[config.mk]
export PLATFORM = sky130hd
export DESIGN_NAME = seg_dyn_scan_flat
export DESIGN_NICKNAME = d
export VERILOG_FILES = /design/src/rtl/seg_dyn_scan_if.sv /design/src/rtl/seg_dyn_scan.sv /design/src/flat_wrapper.sv
export SDC_FILE = /design/constraint.sdc
export NUM_CORES = 1
export LEC_CHECK = 0
export ABC_AREA = 1
export CAP_MARGIN = 0
export CELL_PAD_IN_SITES_DETAIL_PLACEMENT = 1
export CELL_PAD_IN_SITES_GLOBAL_PLACEMENT = 2
export CORE_MARGIN = 5
export CORE_UTILIZATION = 36
export CTS_CLUSTER_SIZE = 24
export DETAILED_ROUTE_END_ITERATION = 10
export PLACE_DENSITY_LB_ADDON = 0.12
export SYNTH_ARGS = -nofsm -noshare
export SYNTH_HDL_FRONTEND = slang
export SYNTH_SLANG_ARGS = --single-unit
[constraint.sdc]
create_clock -name sys_clk -period 5 [get_ports sys_clk]
set_input_delay 1 -clock sys_clk [delete_from_list [all_inputs] [get_ports sys_clk]]
set_output_delay 1 -clock sys_clk [all_outputs]
set_load 0.1 [all_outputs]
[src/rtl/seg_dyn_scan_if.sv]
// Frame-load channel of the seven-segment scan controller: six hex digits,
// their decimal points, a capture strobe and the commit acknowledge.
interface seg_dyn_scan_if;
    logic [23:0] data;
    logic [5:0]  point;
    logic        data_vld;
    logic        load_ack;

    modport master (output data, output point, output data_vld, input load_ack);
    modport slave  (input data, input point, input data_vld, output load_ack);
endinterface

[src/rtl/seg_dyn_scan.sv]
// Six-digit seven-segment dynamic scan controller with tear-free frame commit.
// Optional leading-zero blanking is enabled by defining SEG_LZB_EN.
module seg_dyn_scan #(
    parameter int CNT_MAX = 49_999
) (
    input  logic          sys_clk,
    input  logic          sys_rst_n,
    input  logic          seg_en,
    seg_dyn_scan_if.slave frame_bus,
    output logic          frame_done,
    output logic [5:0]    sel,
    output logic [7:0]    seg
);

    localparam int CW = (CNT_MAX > 0) ? $clog2(CNT_MAX + 1) : 1;
    localparam logic [CW-1:0] CNT_LAST = CW'(CNT_MAX);

    typedef enum logic [0:0] {
        ST_IDLE = 1'b0,
        ST_SCAN = 1'b1
    } state_t;

    state_t        state_r, state_nxt_s;
    logic [CW-1:0] cnt_r, cnt_nxt_s;
    logic [2:0]    idx_r, idx_nxt_s;
    logic          boundary_s;

    // Frames are {point[5:0], data[23:0]}.
    logic [29:0]   pend_r, pend_nxt_s;
    logic          pend_flag_r, pend_flag_nxt_s;
    logic [29:0]   shadow_r, shadow_nxt_s;
    logic          commit_s;

    logic [5:0]    sel_r, sel_nxt_s;
    logic [7:0]    seg_r, seg_nxt_s;
    logic          load_ack_r;
    logic          frame_done_r;
    logic [5:0]    blank_mask_s;

    // Active-low a..g pattern (bit 6 = g) for one hex digit.
    function automatic logic [6:0] hex_decode(input logic [3:0] nib);
        logic [6:0] pat;
        case (nib)
            4'h0:    pat = 7'h40;
            4'h1:    pat = 7'h79;
            4'h2:    pat = 7'h24;
            4'h3:    pat = 7'h30;
            4'h4:    pat = 7'h19;
            4'h5:    pat = 7'h12;
            4'h6:    pat = 7'h02;
            4'h7:    pat = 7'h78;
            4'h8:    pat = 7'h00;
            4'h9:    pat = 7'h10;
            4'hA:    pat = 7'h08;
            4'hB:    pat = 7'h03;
            4'hC:    pat = 7'h46;
            4'hD:    pat = 7'h21;
            4'hE:    pat = 7'h06;
            4'hF:    pat = 7'h0E;
            default: pat = 7'h7F;
        endcase
        return pat;
    endfunction

    function automatic logic [3:0] digit_nib(input logic [23:0] d, input logic [2:0] k);
        logic [3:0] nib;
        case (k)
            3'd0:    nib = d[3:0];
            3'd1:    nib = d[7:4];
            3'd2:    nib = d[11:8];
            3'd3:    nib = d[15:12];
            3'd4:    nib = d[19:16];
            3'd5:    nib = d[23:20];
            default: nib = 4'h0;
        endcase
        return nib;
    endfunction

    function automatic logic pick_bit(input logic [5:0] v, input logic [2:0] k);
        logic b;
        case (k)
            3'd0:    b = v[0];
            3'd1:    b = v[1];
            3'd2:    b = v[2];
            3'd3:    b = v[3];
            3'd4:    b = v[4];
            3'd5:    b = v[5];
            default: b = 1'b0;
        endcase
        return b;
    endfunction

`ifdef SEG_LZB_EN
    // Digit k>0 is blanked when it and every higher nibble are zero.
    function automatic logic [5:0] lzb_mask(input logic [23:0] d);
        logic [5:0] m;
        logic       zero_above;
        m          = 6'h00;
        zero_above = 1'b1;
        for (int k = 5; k >= 1; k--) begin
            zero_above = zero_above & (d[4*k +: 4] == 4'h0);
            m[k]       = zero_above;
        end
        return m;
    endfunction
`endif

    // Scan FSM: next state, slot counter, digit index and frame boundary.
    always_comb begin
        state_nxt_s = state_r;
        cnt_nxt_s   = cnt_r;
        idx_nxt_s   = idx_r;
        boundary_s  = 1'b0;
        case (state_r)
            ST_IDLE: begin
                cnt_nxt_s = '0;
                idx_nxt_s = 3'd0;
                if (seg_en) begin
                    state_nxt_s = ST_SCAN;
                end else begin
                    state_nxt_s = ST_IDLE;
                end
            end
            ST_SCAN: begin
                if (!seg_en) begin
                    // Disabling mid-frame throws the partial frame away.
                    state_nxt_s = ST_IDLE;
                    cnt_nxt_s   = '0;
                    idx_nxt_s   = 3'd0;
                end else if (cnt_r == CNT_LAST) begin
                    cnt_nxt_s  = '0;
                    boundary_s = (idx_r == 3'd5);
                    if (idx_r == 3'd5) begin
                        idx_nxt_s = 3'd0;
                    end else begin
                        idx_nxt_s = idx_r + 3'd1;
                    end
                end else begin
                    cnt_nxt_s = cnt_r + {{(CW-1){1'b0}}, 1'b1};
                end
            end
            default: begin
                state_nxt_s = ST_IDLE;
                cnt_nxt_s   = '0;
                idx_nxt_s   = 3'd0;
            end
        endcase
    end

    // Capture into pend; commit to shadow while idle or on a frame boundary.
    always_comb begin
        pend_nxt_s      = pend_r;
        pend_flag_nxt_s = pend_flag_r;
        shadow_nxt_s    = shadow_r;
        commit_s        = 1'b0;
        if (frame_bus.data_vld) begin
            pend_nxt_s      = {frame_bus.point, frame_bus.data};
            pend_flag_nxt_s = 1'b1;
        end else begin
            pend_nxt_s      = pend_r;
            pend_flag_nxt_s = pend_flag_r;
        end
        if ((state_r == ST_IDLE) || boundary_s) begin
            if (frame_bus.data_vld) begin
                // A strobe on the commit cycle bypasses pend.
                shadow_nxt_s    = {frame_bus.point, frame_bus.data};
                pend_flag_nxt_s = 1'b0;
                commit_s        = 1'b1;
            end else if (pend_flag_r) begin
                shadow_nxt_s    = pend_r;
                pend_flag_nxt_s = 1'b0;
                commit_s        = 1'b1;
            end else begin
                commit_s = 1'b0;
            end
        end else begin
            commit_s = 1'b0;
        end
    end

    // Digit select and segment pattern for the digit currently indexed.
    always_comb begin
        sel_nxt_s = 6'h00;
        seg_nxt_s = 8'hFF;
`ifdef SEG_LZB_EN
        blank_mask_s = lzb_mask(shadow_r[23:0]);
`else
        blank_mask_s = 6'h00;
`endif
        if ((state_r == ST_SCAN) && seg_en) begin
            sel_nxt_s = 6'h01 << idx_r;
            if (pick_bit(blank_mask_s, idx_r)) begin
                seg_nxt_s = {~pick_bit(shadow_r[29:24], idx_r), 7'h7F};
            end else begin
                seg_nxt_s = {~pick_bit(shadow_r[29:24], idx_r),
                             hex_decode(digit_nib(shadow_r[23:0], idx_r))};
            end
        end else begin
            sel_nxt_s = 6'h00;
            seg_nxt_s = 8'hFF;
        end
    end

    // State, frame storage and registered outputs.
    always_ff @(posedge sys_clk or negedge sys_rst_n) begin
        if (!sys_rst_n) begin
            state_r      <= ST_IDLE;
            cnt_r        <= '0;
            idx_r        <= 3'd0;
            pend_r       <= 30'd0;
            pend_flag_r  <= 1'b0;
            shadow_r     <= 30'd0;
            sel_r        <= 6'h00;
            seg_r        <= 8'hFF;
            load_ack_r   <= 1'b0;
            frame_done_r <= 1'b0;
        end else begin
            state_r      <= state_nxt_s;
            cnt_r        <= cnt_nxt_s;
            idx_r        <= idx_nxt_s;
            pend_r       <= pend_nxt_s;
            pend_flag_r  <= pend_flag_nxt_s;
            shadow_r     <= shadow_nxt_s;
            sel_r        <= sel_nxt_s;
            seg_r        <= seg_nxt_s;
            load_ack_r   <= commit_s;
            frame_done_r <= boundary_s;
        end
    end

    assign sel                = sel_r;
    assign seg                = seg_r;
    assign frame_done         = frame_done_r;
    assign frame_bus.load_ack = load_ack_r;

endmodule

[src/flat_wrapper.sv]
// flat-port wrapper written by rule: the top's interface ports become plain ports
module seg_dyn_scan_flat 
#(
    parameter int CNT_MAX = 49_999
)
  (sys_clk, sys_rst_n, seg_en, frame_done, sel, seg, frame_bus_data, frame_bus_point, frame_bus_data_vld, frame_bus_load_ack);
  seg_dyn_scan_if frame_bus_i ();
  input  logic sys_clk;
  input  logic sys_rst_n;
  input  logic seg_en;
  output logic frame_done;
  output logic [5:0] sel;
  output logic [7:0] seg;
  input wire logic [$bits(frame_bus_i.data)-1:0] frame_bus_data;
  input wire logic [$bits(frame_bus_i.point)-1:0] frame_bus_point;
  input wire logic [$bits(frame_bus_i.data_vld)-1:0] frame_bus_data_vld;
  output wire logic [$bits(frame_bus_i.load_ack)-1:0] frame_bus_load_ack;
  assign frame_bus_i.data = frame_bus_data;
  assign frame_bus_i.point = frame_bus_point;
  assign frame_bus_i.data_vld = frame_bus_data_vld;
  assign frame_bus_load_ack = frame_bus_i.load_ack;
  seg_dyn_scan #(.CNT_MAX(CNT_MAX)) u_core (.sys_clk(sys_clk), .sys_rst_n(sys_rst_n), .seg_en(seg_en), .frame_bus(frame_bus_i), .frame_done(frame_done), .sel(sel), .seg(seg));
endmodule
==> results by group, run 1 <==
Setup path
  – Crit path kind: in -> reg
  – Most used cell, CP: nand2_1
  – Crit Path Max Fanout: 32
  – Crit-path max cell delay: 880 ps
  – Type of origin of the critical path: primary input
  – WP buf/inv: 3
  – Top delay family on crit path: simple AND/OR/NAND/NOR gates
  – Worst-path cell chain: clkdlybuf4s50_1, buf_4, inv_1, nand2_1, nand2_4, nand2_1, nand2_1
  – CP Data Required Time: 5270 ps
  – Reg2Reg Setup Slack: between 2000 and 2500 ps
  – Crit path DAT: 4060 ps
  – CP startpoint: frame_bus_data_vld
  – CP Capture Type: register
  – Slowest cell on the critical path: nand2_1
  – Worst R2R Start: u_core.idx_r[2]$_DFFE_PN0P_

CTS
  – Clk slew on worst S/H paths: 60 ps
  – Worst-skew pair later-pin latency: 340 ps
  – CTS max path bufs: 2
  – Number of buffers created by CTS: 9
  – Post-CTS Setup Bufs: 0
  – Hold_buf cts: 0
  – CTS sink cnt: slightly below 100
  – CTS tree: done
  – Root Driver: clkbuf_16
  – H-tree levels: 3
  – # resized after CTS: 0

Placement
  – Final HPWL DP: 8020 um
  – Routability Congestion: around 0.8
  – Placed cell count: 755
  – PortBufs: just under 50

Route
  – Initial DRC Count: 193
  – Vias per cell: 4.76
  – Post-Route WL: 11100 um
  – Final ANT Viol Nets: 0
  – First drt pass iteration count: 4
  – WL/cell: 14.4 um
  – Vias: ~3700
  – DRC viols: 0

STA
  – RSZ-0062 raised after global routing: no
  – Slew Viols, Final: 0
  – Period Utilization, post-route: 75.6%
  – Slew @ Worst Pin: 1030 ps
  – Final Hold Viols: 0
  – Final setup vio count: 0
  – Hold slack: between 400 and 500 ps
  – Max Fclk: 264 MHz
  – Post-layout minimum cycle time: 3780 ps
  – Relative slew slack: 31.0%
  – Setup Skew: 7.53 ps
  – Setup TNS Final: 0 ps

GRT
  – Global-route wire length before repair: 19300 um
  – Tot GR Track Use: 16.2%
  – Initial antenna violation count: 0
  – Vias in the first global route: 3937
  – Pin count of the biggest net entering global routing: 67
  – Global route overflow: 0

Die
  – Core area: 12600 um^2
  – Initial Util: between 30% and 40%
  – Ports: 50
  – Die Width: between 100 and 150 um
  – Die area: 15100 um^2
  – Std cell rows: 41
  – Die height: 123 um

Run
  – Max cap viols: 0

Synthesis
  – Mux cell area share after synthesis: 0%
  – Async set or reset register ratio after synthesis: 100%
  – Synth cell types: 34
  – Compound-Gate Fraction of Synth Area: under 10%
  – Cell with the most instances after synthesis: nand2_1
  – Seq/Total Area, Yosys: a little over half
  – XOR/XNOR Fraction of Synth Area: 0.383%
  – Top cells by area, synth: dfrtp_1, nand2_1, nand3_1, dfstp_2, inv_1
  – Synth Area in Simple Gates: 35.2%
  – Synth Cell Area: 4580 um^2
  – Commonest cells post-synth: nand2_1, dfrtp_1, nand3_1
  – Largest family of logic cells by synthesized area: simple AND/OR/NAND/NOR gates
  – Synth Area in Adders: 2.19%
  – Seq cells post-synth: 97
  – Yosys warns: 0
  – Main flop type after synthesis: dfrtp_1
  – Synth area leader: dfrtp_1
  – Mapped Cells: 554
  – Synth top area share: roughly half
  – Synthesized Nets: just under 600
  – EDFF count, synth: 0
  – Syn_area_per_cell: about 8.3 um^2

Final layout
  – Cell Count, Final, Fillers Out: 771
  – Nets@finish: 636
  – Area Overhead vs Synth: 18.4%
  – Ant. Diodes: 0
  – Share of cells above drive strength 1: under 10%

Power and ir drop
  – Pwr Density: 334 nW/um^2
  – Maximum VDD drop: 0.167 mV
  – Pleak: 2.67 nW

Min path
  – Hold_sp: u_core.cnt_r[0]$_DFF_PN0_
  – Min-delay worst type: reg -> reg

Status
  – Outcome: finished clean
cell usage in the layout (no fill, tap or decap), drive strengths merged, types with 3 or more instances in the layout:
cell type      instances
a21oi                  7
buf                    3
clkbuf                13
clkdlybuf4s50         48
clkinv                 5
dfrtp                 89
dfstp                  8
ha                     8
inv                   40
nand2                224
nand3                 70
nand4                 12
nor2                  39
nor3                   9
nor3b                  4
nor4                   5
o21ai                  6
metal layers:
| metal | track usage [%] | routed length [um] |
|---|---|---|
| met5 | 0 | 0 |
| met4 | 5.46 | 160 |
| met3 | 2.58 | 325 |
| met2 | 26.0 | 5200 |
| met1 | 22.4 | 5390 |
where the power goes:
group	internal (mW)	switching (mW)	total [mW]
sequential	0.855	0.0321	0.887
clock	0.363	0.286	0.649
combinational	0.0875	0.187	0.275
total	1.30	0.505	1.81
layout make-up:
type	count	area, um^2
flip-flops and latches	97	2440
fillers	1541	7150
repair buffers	51	503
multi-input cells	393	1830
clock buffers	13	260
inverters	42	158
clock inverters	3	15.0
well taps	172	215
path summary, 6_finish.rpt:
| check | to | cells after the start |
|---|---|---|
| worst max register to register | u_core.seg[1]$_DFF_PN1_ | 14 |
| min in group asynchronous | u_core.cnt_r[11]$_DFF_PN0_ | 1 |
| max in group asynchronous | u_core.shadow_r[21]$_DFFE_PN0P_ | 2 |
| worst max-delay path | u_core.shadow_r[11]$_DFFE_PN0P_ | 7 |
| worst min-delay path | u_core.cnt_r[0]$_DFF_PN0_ | 1 |
| worst min register to register | u_core.cnt_r[0]$_DFF_PN0_ | 1 |
stage by stage:
step	total power [mW]	utilization, %	setup WS (ps)	area (um^2)
CTS	1.85	43.1	1150	5420
detailed placement	1.18	41.0	787	5150
finish	1.81	43.1	1220	5420
global route	1.91	43.1	821	5420
global placement	1.17	41.0	950	5150
floorplan	1.08	-	2920	4580
sequential cells by signal, summed over array words and instances (netlist names):
register and flops:
u_core.state_r 1, u_core.cnt_r 16, u_core.frame_done 1, u_core.pend_flag_r 1
u_core.shadow_r 30, u_core.idx_r 3, u_core.frame_bus.load_ack 1, u_core.sel 6
u_core.seg 8, u_core.pend_r 30
logic make-up after synthesis:
family	count (synthesis)
flip-flops	97
buffers and inverters	64
AND/OR/NAND/NOR	365
XOR/XNOR	2
adder cells (fa/ha/maj)	8
AO/OA/AOI/OAI	18
No activity file was read; power rests on OpenSTA's default activity.
==> run 2, diff against run 1 <==
CORE_UTILIZATION = 30   (was 36)
clock period = 3 ns   (was 5 ns; I/O delays follow)
==> run 2 against run 1 <==
  * Total power is 74% higher
  * Register-to-register slack got worse by 1800 ps
  * Flip-flop and latch count unchanged
  * Global-route usage shrank 2.3 points
  * Via count is essentially flat
  * Final area grew 1.6%
  * Critical path depth up 7
  * Clock power is 85% higher
  * Routed wire length up 4.3%
  * Cell count grew 3.1%
  * Non-clock buffer count is 8 higher
  * Clock-buffer cell count decreased by 1
  * Largest power group unchanged
  * Highest routed layer unchanged
==> results by group, run 2 (same netlist as run 1, synthesis figures left out) <==
STA
  – RSZ-0062 raised after global routing: no (unchanged)
  – Worst Setup Slack, final: 432 ps (was 1220 ps)
  – Final setup vio count: 0 (unchanged)
  – Slew Viols, Final: 0 (unchanged)
  – Setup Skew: 7.58 ps (was 7.53 ps)
  – Setup TNS Final: 0 ps (unchanged)
  – Period Utilization, post-route: 85.6%
  – Max Fclk: 389 MHz
  – Hold slack: 280 ps (was 471 ps)
  – Slew @ Worst Pin: 667 ps (was 1030 ps)
  – Relative slew slack: 55.6% (was 31.0%)
  – Final Hold Viols: 0 (unchanged)
  – Post-layout minimum cycle time: about 2600 ps

CTS
  – Clk slew on worst S/H paths: 70 ps (was 60 ps)
  – Post-CTS Setup Bufs: 0 (unchanged)
  – Root Driver: clkbuf_16 (unchanged)
  – Worst-skew pair later-pin latency: 350 ps (was 340 ps)
  – H-tree levels: 3 (unchanged)
  – # resized after CTS: 0 (unchanged)
  – Hold_buf cts: 0 (unchanged)
  – CTS tree: done (unchanged)
  – CTS sink cnt: 97 (unchanged)
  – Number of buffers created by CTS: 9 (unchanged)
  – CTS max path bufs: 2 (unchanged)

Setup path
  – WP buf/inv: 3 (unchanged)
  – Worst R2R Start: u_core.idx_r[2]$_DFFE_PN0P_ (unchanged)
  – Slowest cell on the critical path: dfrtp_1 (was nand2_1)
  – Worst-path cell chain: inv_1, ha_1, nand2_1, nand2_1, nor2_1, nand2_1, nand2_1, inv_1, ha_1, inv_1, nand3_1, nor2_1, nor2_1, nand2_1 (was clkdlybuf4s50_1, buf_4, inv_1, nand2_1, nand2_4, nand2_1, nand2_1)
  – Critical Path Sink: u_core.seg[1]$_DFF_PN1_ (was u_core.shadow_r[11]$_DFFE_PN0P_)
  – Crit path kind: reg -> reg (was in -> reg)
  – Most used cell, CP: nand2_1 (unchanged)
  – Crit Path Max Fanout: 16 (was 32)
  – CP Capture Type: register (unchanged)
  – Type of origin of the critical path: register (was primary input)
  – Top delay family on crit path: simple AND/OR/NAND/NOR gates (unchanged)
  – CP Data Required Time: 3290 ps (was 5270 ps)
  – Worst reg2reg endpoint: u_core.seg[1]$_DFF_PN1_ (unchanged)
  – Crit path DAT: 2860 ps (was 4060 ps)
  – CP startpoint: u_core.idx_r[2]$_DFFE_PN0P_ (was frame_bus_data_vld)
  – Reg2Reg Setup Slack: 430 ps (was 2240 ps)
  – Critical path depth: 14 (was 7)
  – R2R depth: 14 (unchanged)
  – Crit-path max cell delay: 650 ps (was 880 ps)

Final layout
  – Biggest regs: u_core.pend_r (30), u_core.shadow_r (30), u_core.cnt_r (16) (unchanged)
  – # fillers: 1814 (was 1541)
  – Ant. Diodes: 0 (unchanged)
  – Footprint of the multi-input gates: 1830 um^2 (unchanged)
  – Most frequent cells in the layout: nand2_1, dfrtp_1, nand3_1 (unchanged)
  – Area Overhead vs Synth: 20.3% (was 18.4%)
  – Share of cells above drive strength 1: 10.7% (was 6.68%)
  – Nets@finish: 644 (was 636)
  – FF+latch area: 2440 um^2 (unchanged)
  – Commonest non-fill, non-tap cell in the layout: nand2_1 (unchanged)

Route
  – DRC viols: 0 (unchanged)
  – Final ANT Viol Nets: 0 (unchanged)
  – WL/cell: 14.5 um (was 14.4 um)
  – First drt pass iteration count: 4 (unchanged)
  – Initial DRC Count: 142 (was 193)
  – Vias: 3670 (was 3669)
  – Vias per cell: 4.62 (was 4.76)
  – Post-Route WL: 11600 um (was 11100 um)

Die
  – Die Width: 134 um (was 123 um)
  – Die height: 134 um (was 123 um)
  – Core area: 15100 um^2 (was 12600 um^2)
  – Std cell rows: 45 (was 41)
  – Ports: 50 (unchanged)
  – Initial Util: 30.3% (was 36.4%)
  – Die area: 17800 um^2 (was 15100 um^2)

Power and ir drop
  – Pwr Density: 570 nW/um^2 (was 334 nW/um^2)
  – Pleak: 2.73 nW (was 2.67 nW)
  – Total power: 3.14 mW (was 1.81 mW)
  – Maximum VDD drop: 0.245 mV (was 0.167 mV)

GRT
  – Global-route wire length before repair: 20100 um (was 19300 um)
  – Global route overflow: 0 (unchanged)
  – Initial antenna violation count: 0 (unchanged)
  – Vias in the first global route: 3886 (was 3937)
  – Tot GR Track Use: 13.9% (was 16.2%)
  – Pin count of the biggest net entering global routing: 51 (was 67)

Min path
  – Min-delay worst type: in -> async (was reg -> reg)

Placement
  – PortBufs: 49 (unchanged)
  – Post-Place Worst Slack: 457 ps (was 787 ps)
  – Final HPWL DP: 8580 um (was 8020 um)
  – Routability Congestion: 0.822 (was 0.791)

Status
  – Outcome: finished clean (unchanged)

Run
  – Max cap viols: 0 (unchanged)
==> run 2: cell count changes in the layout (fill, tap and decap cells not counted), sizes merged <==
cell           change
buf               +24
bufinv             +1
clkbuf             -1
clkdlybuf4s50     -16
clkinv             -1
clkinvlp           +1
==> run 2: cell type report <==
class / count / area share, %
Clock buffer: 12 / 4.66
Timing Repair Buffer: 59 / 9.72
Multi-Input combinational cell: 393 / 33.3
Clock inverter: 4 / 0.931
Sequential cell: 97 / 44.3
Tap cell: 188 / 4.27
Inverter: 42 / 2.86
==> run 2: where the power goes <==
part | internal, mW | switching (mW)
combinational | 0.149 | 0.315
clock | 0.693 | 0.503
sequential | 1.42 | 0.0567
==> run 2: worst reg2reg max path, delay by kind of cell, from the launching register on <==
kind / cells / cell delay (ps)
adders and majority gates: 2 / 640
buffers and inverters: 3 / 390
DFF: 1 / 650
and+or+nand+nor: 9 / 830
==> run 2: worst min path at each step <==
stage                                                from                         endpoint  slack [ps]  cells after the start
after detailed placement    u_core.pend_r[18]$_DFFE_PN0P_    u_core.pend_r[18]$_DFFE_PN0P_         460                      2
after global placement    u_core.shadow_r[29]$_DFFE_PN0P_  u_core.shadow_r[29]$_DFFE_PN0P_         460                      2
final                                           sys_rst_n        u_core.cnt_r[9]$_DFF_PN0_         280                      1
after floorplan                                 sys_rst_n        u_core.cnt_r[0]$_DFF_PN0_         300                      0
after global routing                            sys_rst_n        u_core.cnt_r[9]$_DFF_PN0_         340                      1
after CTS                                       sys_rst_n        u_core.cnt_r[9]$_DFF_PN0_         310                      1
==> run 2: layer usage <==
metal	global-route usage [%]	part of all wire, %	wire [um]	vias up
li1	-	-	-	1861
met1	19.7	51	5870	1747
met2	21.2	45	5160	50
met3	2.53	2.8	326	12
met4	5.26	1.7	194	0
met5	0	0	0	-
==> run 2: metrics by stage <==
| stage | area [um^2] | cells | utilization [%] |
|---|---|---|---|
| floorplan | 4580 | 554 | - |
| global placement | 5200 | 779 | 34.5 |
| detailed placement | 5200 | 779 | 34.5 |
| CTS | 5510 | 795 | 36.5 |
| global route | 5510 | 795 | 36.5 |
| finish | 5510 | 795 | 36.5 |
==> run 3, diff against run 2 <==
SKIP_CTS_REPAIR_TIMING = 1   (was not set)
==> results of run 3 <==
No change in the layout: final DEF, timing and power equal those of run 2.
